[src/rtl/i2c_target_responder_if.sv]
// i2c_target_responder_if
//   Bus-side bundle of the I2C target responder: raw SCL/SDA levels in,
//   open-drain SDA pull-down out, plus the byte-level write/read handshake.
//   Signals:
//     scl_in, sda_in  bus levels (asynchronous to clk)
//     sda_oe          1 = target pulls SDA low
//     rx_data/rx_valid  written byte and its 1-clk strobe
//     tx_data/tx_req    next read byte and its 1-clk request strobe
//     busy            target is addressed
//   Modports: master = bus/host side, slave = the target.
interface i2c_target_responder_if;
  logic       scl_in;
  logic       sda_in;
  logic       sda_oe;
  logic [7:0] rx_data;
  logic       rx_valid;
  logic [7:0] tx_data;
  logic       tx_req;
  logic       busy;

  modport master (
    output scl_in, sda_in, tx_data,
    input  sda_oe, rx_data, rx_valid, tx_req, busy
  );

  modport slave (
    input  scl_in, sda_in, tx_data,
    output sda_oe, rx_data, rx_valid, tx_req, busy
  );
endinterface

[src/rtl/i2c_target_responder.sv]
// i2c_target_responder
//   I2C target end of the bus (SHT40 stand-in). Synchronises SCL/SDA,
//   detects START/STOP, ACKs its 7-bit address, delivers written bytes on
//   rx_data/rx_valid and shifts out read bytes fetched from tx_data,
//   requesting each one with tx_req.
//   Parameters: TGT_ADDR (7-bit address), SYNC_STAGES (>=2 synchroniser flops).
//   Ports: clk, rst (synchronous, active high), bus (slave modport of
//   i2c_target_responder_if).
//   Build option: define I2C_CRC8_EN to insert a Sensirion CRC-8 byte
//   (poly 0x31, init 0xFF) after every two read bytes; that byte is
//   generated internally and gets no tx_req.
module i2c_target_responder #(
  parameter logic [6:0]  TGT_ADDR    = 7'h44,
  parameter int unsigned SYNC_STAGES = 2
) (
  input logic                   clk,
  input logic                   rst,
  i2c_target_responder_if.slave bus
);

  typedef enum logic [2:0] {
    S_IDLE,
    S_ADDR,
    S_ADDR_ACK,
    S_RX,
    S_RX_ACK,
    S_TX,
    S_M_ACK
  } state_t;

  // Synchroniser and edge history are deliberately not reset: after a
  // mid-transfer reset they keep tracking the live bus, so no phantom edge
  // (and hence no false START) is seen when reset releases.
  logic [SYNC_STAGES-1:0] scl_sync_q;
  logic [SYNC_STAGES-1:0] sda_sync_q;
  logic                   scl_prev_q;
  logic                   sda_prev_q;

  always_ff @(posedge clk) begin
    scl_sync_q <= {scl_sync_q[SYNC_STAGES-2:0], bus.scl_in};
    sda_sync_q <= {sda_sync_q[SYNC_STAGES-2:0], bus.sda_in};
    scl_prev_q <= scl_sync_q[SYNC_STAGES-1];
    sda_prev_q <= sda_sync_q[SYNC_STAGES-1];
  end

  logic scl_s, sda_s;
  logic scl_rise, scl_fall, start_det, stop_det;

  assign scl_s     = scl_sync_q[SYNC_STAGES-1];
  assign sda_s     = sda_sync_q[SYNC_STAGES-1];
  assign scl_rise  = scl_s & ~scl_prev_q;
  assign scl_fall  = ~scl_s & scl_prev_q;
  assign start_det = scl_s & scl_prev_q & sda_prev_q & ~sda_s;
  assign stop_det  = scl_s & scl_prev_q & ~sda_prev_q & sda_s;

  state_t     state_q, state_d;
  logic [2:0] bit_cnt_q, bit_cnt_d;
  logic       byte_full_q, byte_full_d;  // 8 bits shifted, waiting for the ACK-slot fall
  logic       ack_q, ack_d;              // master ACKed the last read byte
  logic       rw_q, rw_d;
  logic [7:0] shift_q, shift_d;
  logic [7:0] tx_shift_q, tx_shift_d;
  logic       sda_oe_q, sda_oe_d;
  logic [7:0] rx_data_q, rx_data_d;
  logic       rx_valid_q, rx_valid_d;
  logic       tx_req_q, tx_req_d;
  logic       busy_q, busy_d;

  logic       load_tx;
  logic       next_is_crc;
  logic [7:0] tx_next;
  logic [7:0] shift_in;

  assign shift_in = {shift_q[6:0], sda_s};

`ifdef I2C_CRC8_EN
  logic [7:0] crc_q, crc_d;
  logic [1:0] byte_cnt_q, byte_cnt_d;  // position of the next read byte within its triple

  function automatic logic [7:0] crc8_byte(input logic [7:0] crc, input logic [7:0] d);
    logic [7:0] c;
    c = crc ^ d;
    for (int unsigned i = 0; i < 8; i++) begin
      c = c[7] ? ((c << 1) ^ 8'h31) : (c << 1);
    end
    return c;
  endfunction

  assign next_is_crc = (byte_cnt_q == 2'd2);
  assign tx_next     = next_is_crc ? crc_q : bus.tx_data;
`else
  assign next_is_crc = 1'b0;
  assign tx_next     = bus.tx_data;
`endif

  always_ff @(posedge clk) begin
    if (rst) begin
      state_q     <= S_IDLE;
      bit_cnt_q   <= '0;
      byte_full_q <= 1'b0;
      ack_q       <= 1'b0;
      rw_q        <= 1'b0;
      shift_q     <= '0;
      tx_shift_q  <= '0;
      sda_oe_q    <= 1'b0;
      rx_data_q   <= '0;
      rx_valid_q  <= 1'b0;
      tx_req_q    <= 1'b0;
      busy_q      <= 1'b0;
`ifdef I2C_CRC8_EN
      crc_q       <= '1;
      byte_cnt_q  <= '0;
`endif
    end else begin
      state_q     <= state_d;
      bit_cnt_q   <= bit_cnt_d;
      byte_full_q <= byte_full_d;
      ack_q       <= ack_d;
      rw_q        <= rw_d;
      shift_q     <= shift_d;
      tx_shift_q  <= tx_shift_d;
      sda_oe_q    <= sda_oe_d;
      rx_data_q   <= rx_data_d;
      rx_valid_q  <= rx_valid_d;
      tx_req_q    <= tx_req_d;
      busy_q      <= busy_d;
`ifdef I2C_CRC8_EN
      crc_q       <= crc_d;
      byte_cnt_q  <= byte_cnt_d;
`endif
    end
  end

  always_comb begin
    state_d     = state_q;
    bit_cnt_d   = bit_cnt_q;
    byte_full_d = byte_full_q;
    ack_d       = ack_q;
    rw_d        = rw_q;
    shift_d     = shift_q;
    tx_shift_d  = tx_shift_q;
    sda_oe_d    = sda_oe_q;
    rx_data_d   = rx_data_q;
    rx_valid_d  = 1'b0;
    tx_req_d    = 1'b0;
    busy_d      = busy_q;
    load_tx     = 1'b0;
`ifdef I2C_CRC8_EN
    crc_d       = crc_q;
    byte_cnt_d  = byte_cnt_q;
`endif

    if (start_det) begin
      state_d     = S_ADDR;
      sda_oe_d    = 1'b0;
      bit_cnt_d   = '0;
      byte_full_d = 1'b0;
      ack_d       = 1'b0;
`ifdef I2C_CRC8_EN
      crc_d       = '1;
      byte_cnt_d  = '0;
`endif
    end else if (stop_det) begin
      state_d     = S_IDLE;
      sda_oe_d    = 1'b0;
      busy_d      = 1'b0;
      bit_cnt_d   = '0;
      byte_full_d = 1'b0;
      ack_d       = 1'b0;
    end else begin
      unique case (state_q)
        S_IDLE: ;

        S_ADDR: begin
          if (scl_rise) begin
            shift_d   = shift_in;
            bit_cnt_d = bit_cnt_q + 3'd1;
            if (bit_cnt_q == 3'd7) byte_full_d = 1'b1;
          end else if (scl_fall && byte_full_q) begin
            byte_full_d = 1'b0;
            if (shift_q[7:1] == TGT_ADDR) begin
              sda_oe_d = 1'b1;
              busy_d   = 1'b1;
              rw_d     = shift_q[0];
              tx_req_d = shift_q[0];
              state_d  = S_ADDR_ACK;
            end else begin
              busy_d  = 1'b0;
              state_d = S_IDLE;
            end
          end
        end

        S_ADDR_ACK: begin
          if (scl_fall) begin
            bit_cnt_d = '0;
            if (!rw_q) begin
              sda_oe_d = 1'b0;
              state_d  = S_RX;
            end else begin
              load_tx  = 1'b1;
              sda_oe_d = ~tx_next[7];
              state_d  = S_TX;
            end
          end
        end

        S_RX: begin
          if (scl_rise) begin
            shift_d   = shift_in;
            bit_cnt_d = bit_cnt_q + 3'd1;
            if (bit_cnt_q == 3'd7) begin
              byte_full_d = 1'b1;
              rx_data_d   = shift_in;
              rx_valid_d  = 1'b1;
            end
          end else if (scl_fall && byte_full_q) begin
            byte_full_d = 1'b0;
            sda_oe_d    = 1'b1;
            state_d     = S_RX_ACK;
          end
        end

        S_RX_ACK: begin
          if (scl_fall) begin
            sda_oe_d = 1'b0;
            state_d  = S_RX;
          end
        end

        // bit_cnt counts falls here: falls 1..7 put out bits 6..0,
        // the 8th fall frees the line for the master's ACK.
        S_TX: begin
          if (scl_fall) begin
            bit_cnt_d = bit_cnt_q + 3'd1;
            if (bit_cnt_q == 3'd7) begin
              sda_oe_d = 1'b0;
              state_d  = S_M_ACK;
            end else begin
              sda_oe_d   = ~tx_shift_q[6];
              tx_shift_d = {tx_shift_q[6:0], 1'b0};
            end
          end
        end

        S_M_ACK: begin
          if (scl_rise && !ack_q) begin
            if (sda_s) begin
              sda_oe_d = 1'b0;
              busy_d   = 1'b0;
              state_d  = S_IDLE;
            end else begin
              ack_d    = 1'b1;
              tx_req_d = ~next_is_crc;
            end
          end else if (scl_fall && ack_q) begin
            ack_d     = 1'b0;
            load_tx   = 1'b1;
            sda_oe_d  = ~tx_next[7];
            bit_cnt_d = '0;
            state_d   = S_TX;
          end
        end

        default: state_d = S_IDLE;
      endcase
    end

    if (load_tx) tx_shift_d = tx_next;

`ifdef I2C_CRC8_EN
    // CRC runs over the data bytes as they are latched; emitting the CRC
    // byte itself restarts the checksum for the next pair.
    if (load_tx) begin
      if (next_is_crc) begin
        crc_d      = '1;
        byte_cnt_d = '0;
      end else begin
        crc_d      = crc8_byte(crc_q, bus.tx_data);
        byte_cnt_d = byte_cnt_q + 2'd1;
      end
    end
`endif
  end

  assign bus.sda_oe   = sda_oe_q;
  assign bus.rx_data  = rx_data_q;
  assign bus.rx_valid = rx_valid_q;
  assign bus.tx_req   = tx_req_q;
  assign bus.busy     = busy_q;

endmodule

[src/flat_wrapper.sv]
// flat-port wrapper written by rule: the top's interface ports become plain ports
module i2c_target_responder_flat 
#(
  parameter logic [6:0]  TGT_ADDR    = 7'h44,
  parameter int unsigned SYNC_STAGES = 2
)
  (clk, rst, bus_scl_in, bus_sda_in, bus_tx_data, bus_sda_oe, bus_rx_data, bus_rx_valid, bus_tx_req, bus_busy);
  i2c_target_responder_if bus_i ();
  input logic clk;
  input logic rst;
  input wire logic [$bits(bus_i.scl_in)-1:0] bus_scl_in;
  input wire logic [$bits(bus_i.sda_in)-1:0] bus_sda_in;
  input wire logic [$bits(bus_i.tx_data)-1:0] bus_tx_data;
  output wire logic [$bits(bus_i.sda_oe)-1:0] bus_sda_oe;
  output wire logic [$bits(bus_i.rx_data)-1:0] bus_rx_data;
  output wire logic [$bits(bus_i.rx_valid)-1:0] bus_rx_valid;
  output wire logic [$bits(bus_i.tx_req)-1:0] bus_tx_req;
  output wire logic [$bits(bus_i.busy)-1:0] bus_busy;
  assign bus_i.scl_in = bus_scl_in;
  assign bus_i.sda_in = bus_sda_in;
  assign bus_i.tx_data = bus_tx_data;
  assign bus_sda_oe = bus_i.sda_oe;
  assign bus_rx_data = bus_i.rx_data;
  assign bus_rx_valid = bus_i.rx_valid;
  assign bus_tx_req = bus_i.tx_req;
  assign bus_busy = bus_i.busy;
  i2c_target_responder #(.TGT_ADDR(TGT_ADDR), .SYNC_STAGES(SYNC_STAGES)) u_core (.clk(clk), .rst(rst), .bus(bus_i));
endmodule
[config.mk]
export PLATFORM = sky130hd
export DESIGN_NAME = i2c_target_responder_flat
export DESIGN_NICKNAME = d
export VERILOG_FILES = /design/src/rtl/i2c_target_responder_if.sv /design/src/rtl/i2c_target_responder.sv /design/src/flat_wrapper.sv
export SDC_FILE = /design/constraint.sdc
export NUM_CORES = 1
export LEC_CHECK = 0
export CORE_MARGIN = 2
export CORE_UTILIZATION = 35
export DETAILED_ROUTE_END_ITERATION = 12
export SETUP_SLACK_MARGIN = 0.5
export SLEW_MARGIN = 40
export SYNTH_ARGS = -nofsm -noshare
export SYNTH_HDL_FRONTEND = slang
export SYNTH_SLANG_ARGS = --single-unit
[constraint.sdc]
create_clock -name clk -period 2.2 [get_ports clk]
set_input_delay 0.55 -clock clk [delete_from_list [all_inputs] [get_ports clk]]
set_output_delay 0.55 -clock clk [all_outputs]
set_load 0.03 [all_outputs]
**Yosys cells after proc, flatten, opt, wreduce, memory -nomap -nowiden**

Cells that the tools add are included.

- Register bits: 42
- Output and inout bits: 12

- Add/subtract/negate cells: 1
- Eq/ne operators: 42
- Mux-type cells: 68
- Bitwise logic cells: 18
- Reductions and logical operators: 26

Operator list:

| kind | number |
|---|---|
| 3-bit two-way mux | 17 |
| 7-bit two-way mux | 6 |
| 1-bit two-way mux | 38 |
| 11-bit AND reduction | 3 |
| 4-bit by 1-bit inequality test with 1-bit output, second input constant | 6 |
| 3-bit one-hot mux with 7 select lines | 1 |
| 2-bit by 1-bit inequality test with 1-bit output, second input constant | 10 |
| 6-bit AND reduction | 3 |
| 3-bit by 1-bit inequality test with 1-bit output, second input constant | 5 |
| 2-bit inequality test, second input constant | 7 |
| 3-bit equality test, second input constant | 4 |
| 3-bit one-hot mux with 4 select lines | 1 |
| 1-bit NOT | 11 |
| 5-bit AND reduction | 2 |
| 4-bit inequality test, second input constant | 2 |
| 2-bit nonzero test | 4 |
| 1-bit bitwise AND | 7 |
| 7-bit equality test, second input constant | 1 |
| 3-bit by 2-bit equality test with 1-bit output, second input constant | 2 |
| 1-bit one-hot mux with 2 select lines | 3 |
| 1-bit one-hot mux with 6 select lines | 1 |
| 3-bit AND reduction | 2 |
| 6-bit nonzero test | 1 |
| 5-bit by 1-bit inequality test with 1-bit output, second input constant | 1 |
| 15 further kinds | 17 |

**Logic depth before layout (Yosys ltp)**

- Depth after elaboration: 10
- Mapped depth: 8
- Gate-level depth less buffers: 7

**Worst setup path before layout**

Ideal clock, no wire load.

- Path type: register to register
- Start: register u_core.scl_prev_q
- End: register u_core.state_q[1]
- Data arrival time: 1.618 ns
- Setup slack: 0.512 ns
- Stages on the path, launching flop included: 7
- Path buffers: 1
- Period minus slack after synthesis: 1.688 ns
- Cell sequence: dfxtp_1 buf_4 and2b_2 nand2_1 a211o_1 or4_1 a21oi_1

- Word-level cells in the longest chain between the ends: 5
- Elaborated cells on any way between the ends: 24
- Classes of those cells: 9 x eq/ne; 2 x mux; 8 x bitwise; 5 x reduce/logical

Ends and longest elaborated chain:

| item | line | RTL |
|---|---|---|
| start, declared | i2c_target_responder.sv:36 | `logic scl_prev_q;` |
| start signal, assigned | i2c_target_responder.sv:42 | `scl_prev_q <= scl_sync_q[SYNC_STAGES-1];` |
| 1-bit NOT | i2c_target_responder.sv:51 | `assign scl_rise = scl_s & ~scl_prev_q;` |
| 1-bit bitwise AND | i2c_target_responder.sv:51 |  |
| 1-bit logical AND | i2c_target_responder.sv:247 | `if (scl_rise && !ack_q) begin` |
| 3-bit by 2-bit inequality test with 1-bit output (no line), or another cell as far along | n/a |  |
| 11-bit AND reduction (no line) or 3-bit one-hot mux with 7 select lines (tied branches) | n/a |  |
| end signal, assigned | i2c_target_responder.sv:115 | `state_q <= state_d;` |
| end, declared | i2c_target_responder.sv:56 | `state_t state_q, state_d;` |

Several ways; a longest one is shown, not always the timed one.
A chain may end at the register's enable or synchronous reset.

**Final worst setup path**

Ends and elaborated chain as after synthesis.

==> impl_metrics.csv <==
group,metric,value,unit
outcome,status,"complete, no violations",
floorplanning,std_cell_rows,26,
floorplanning,io_pins,24,
cells_and_area,drive_gt1_frac,0.187,
yosys,yosysUniqueCellTypes,40,
global_route,gr-total-overflow,0,
drt,via_per_inst,4.97,
global_route,grt_first_pass_wirelength,6680,um
timing,drv_slew,0,
timing,fin_crit,1.66,ns
yosys,synth_ff_type,"dfxtp_1",
placement,gp_congestion,0.835,
global_route,antenna_found_initial,0,
worst_setup_path,reg2reg_depth,5,
drt,drtIter0Drc,78,
worst_setup_path,crit_required,2.44,ns
cts,hold_buffers,0,
cts,cts_tree,"done",
floorplanning,die_w,77.2,um
global_route,grt_pass1_vias,1444,
yosys,synth_fp_nets,226,
yosys,netlist.area_leader.share,0.449,
cells_and_area,final_cells,311,
cells_and_area,multi_input_area,0.00105,sq mm
placement,portBuffers,23,
drt,vias,1547,
drt,wl,4060,um
cts,clockBufferDepth,2,
floorplanning,die_h,77.2,um
placement,dpl.hpwl,2610,um
yosys,synth_area,0.00187,sq mm
cts,htree_levels,2,
cells_and_area,antennaDiodeCount,0,
timing,fin_worst_hold_slack,0.333,ns
min_path,hold_path_end,"u_core.sda_sync_q[1]$_DFF_P_",
floorplanning,initial_core_util,0.364,
yosys,synth_top_area_cell,"dfxtp_1",
worst_setup_path,r2r_end,"u_core.state_q[1]$_SDFFE_PP0P_",
min_path,worstHoldStart,"u_core.sda_sync_q[0]$_DFF_P_",
yosys,netlist_top_cells_area,"dfxtp_1, mux2i_1, nor2_1",
yosys,synth_area_per_cell,8.84,sq um
cts,cts_sinks,42,
drt,drc,0,
cts,clock_latency,0.30,ns
min_path,whs_path_depth,0,
worst_setup_path,start_kind,"flip-flop",
timing,rsz0062_at_grt,"true",
yosys,ys_seq_area_frac,0.449,
placement,dpl-instance-area,0.00217,sq mm
worst_setup_path,critPathMaxFanout,6,
cells_and_area,regArea,856,sq um
timing,finalClockSkew,0.00386,ns
power_and_ir_drop,power,1.35,mW
worst_setup_path,path_class,"flip-flop to flip-flop",
global_route,grt_max_degree,20,
worst_setup_path,cp.arrival,1.89,ns
yosys,synth_edf_count,0,
timing,fmax,603,MHz
global_route,grt_usage,0.139,
worst_setup_path,r2r_start,"u_core.scl_prev_q$_DFF_P_",
placement,dp_worst_setup_slack,0.279,ns
timing,setup_violations,0,
timing,setup_tns,0,ns
yosys,synthCells,212,
cells_and_area,utilization,0.466,
power_and_ir_drop,power_density,566,mW/mm^2
drt,wl_per_cell,13.1,um
cts,cts_made_buffers,5,
min_path,hold_class,"flip-flop to flip-flop",
floorplanning,core,0.00514,sq mm
run,drv_cap,0,
worst_setup_path,end_kind,"flip-flop",
yosys,yosys_warnings,0,
yosys,async_flop_share,0,
cells_and_area,n_fill_cell,522,
cts,cts_root_buf,"clkbuf_8",
power_and_ir_drop,leakagePower,0.869,nW
drt,final_antenna_net_count,0,
timing,worst_pin_slew,0.568,ns
placement,dp.cells,296,
yosys,ys_ff_latch,42,
timing,hold_violations,0,
worst_setup_path,rrSetupSlack,0.54,ns
cells_and_area,stdcell_area,0.00239,sq mm
cells_and_area,num-nets-final,254,
cells_and_area,synthToLayoutAreaGrowth,27.8,%
timing,max_slew_margin,0.620,
timing,fin_ws,0.541,ns
cts,cts.clk_slew.worst_paths,0.09,ns
floorplanning,die_area,0.00595,sq mm
timing,fin_crit_sh,0.754,
drt,drtPass1Iterations,4,
power_and_ir_drop,ir_worst_vdd,0.412,mV
## flip-flops by register name, indices dropped and copies added (netlist names)
signal / cells
u_core.state_q: 3
u_core.sda_prev_q: 1
u_core.sda_sync_q: 2
u_core.tx_shift_q: 7
u_core.bit_cnt_q: 3
u_core.ack_q: 1
u_core.bus.tx_req: 1
u_core.rw_q: 1
u_core.bus.rx_data: 8
u_core.byte_full_q: 1
u_core.scl_sync_q: 2
u_core.bus.rx_valid: 1
u_core.bus.busy: 1
u_core.scl_prev_q: 1
u_core.shift_q: 8
u_core.bus.sda_oe: 1
## placed cells by master (no fill, tap or decap), drive strengths merged, types with 3 or more instances in the layout
master / Yosys / layout
inv: 2 / 3
clkbuf: 8 / 6
a211oi: 6 / 6
dlygate4sd2: 0 / 12
nor2: 26 / 26
o21a: 2 / 3
nand2: 22 / 22
o21ai: 7 / 7
buf: 7 / 11
a21oi: 19 / 19
nor2b: 5 / 5
mux2i: 17 / 17
nand3b: 4 / 4
and3: 3 / 3
clkdlybuf4s50: 0 / 11
dfxtp: 42 / 42
a221oi: 3 / 3
nand2b: 7 / 7
## cells in the mapped netlist (2+ instances only)
library cell	instances
ha_1	2
nor2_1	26
a22oi_1	2
and4b_1	2
o21bai_1	2
a31oi_1	2
nand3b_1	4
a21oi_1	19
nand3_1	2
and3_1	3
and3b_1	2
and2_1	2
nand2_1	22
nand2b_1	7
or2_2	2
clkbuf_1	8
a221oi_1	3
o21ai_0	7
inv_1	2
mux2i_1	17
buf_2	5
buf_4	2
dfxtp_1	42
o21a_1	2
a211oi_1	6
nor2b_1	5
## cell families after synthesis
kind of cell,after synthesis,synth area share
buffers and inverters,17,0.0414
XOR/XNOR,1,0.00468
adder cells (fa/ha/maj),2,0.0134
multiplexers,18,0.0969
AO/OA/AOI/OAI,47,0.157
AND/OR/NAND/NOR,85,0.238
flip-flops,42,0.449
## cell type report
class	instances	area share
clock buffers	5	0.0288
clock inverters	3	0.0105
inverters	2	0.00314
multi-input cells	154	0.437
flip-flops and latches	42	0.358
well taps	70	0.0366
repair buffers	35	0.127
## routing by layer
metal / part of all wire / up-vias / track usage
met3: 0.030 / 7 / 0.0376
met1: 0.51 / 716 / 0.194
met4: 0.019 / 0 / 0.0714
met5: 0 / - / 0
li1: - / 806 / -
met2: 0.44 / 18 / 0.195
## critical path, stage by stage, from the launching register on
cell      delay, ns
dfxtp_4        0.37
nor3b_4        0.22
a221oi_2       0.09
a211o_1        0.35
or4_4          0.43
a21oi_2        0.13
## power by group
part	switching, mW	leakage, nW	internal, mW
Sequential	0.00708	0.343	0.763
Clock	0.291	0.0447	0.229
Combinational	0.0284	0.480	0.0357
Total	0.326	0.869	1.03
## worst max path at each step
| stage | to | slack (ns) | cells past startpoint | startpoint |
|---|---|---|---|---|
| after floorplan | u_core.state_q[1]$_SDFFE_PP0P_ | 0.51 | 6 | u_core.scl_prev_q$_DFF_P_ |
| after global placement | u_core.state_q[1]$_SDFFE_PP0P_ | 0.30 | 5 | u_core.scl_prev_q$_DFF_P_ |
| after detailed placement | u_core.state_q[1]$_SDFFE_PP0P_ | 0.28 | 5 | u_core.state_q[2]$_SDFFE_PP0P_ |
| after CTS | u_core.state_q[1]$_SDFFE_PP0P_ | 0.41 | 5 | u_core.state_q[2]$_SDFFE_PP0P_ |
| after global routing | u_core.state_q[1]$_SDFFE_PP0P_ | 0.45 | 5 | u_core.scl_sync_q[1]$_DFF_P_ |
| final | u_core.state_q[1]$_SDFFE_PP0P_ | 0.54 | 5 | u_core.scl_prev_q$_DFF_P_ |
## repair_timing
item                                    in CTS  in global routing
setup buffers                                2                  4
endpoints found under the setup margin      31                 19
cloned                                       0                  1
gates resized for setup                     19                 22
pin swaps                                    1                 10
No activity file was read; power rests on OpenSTA's default activity.
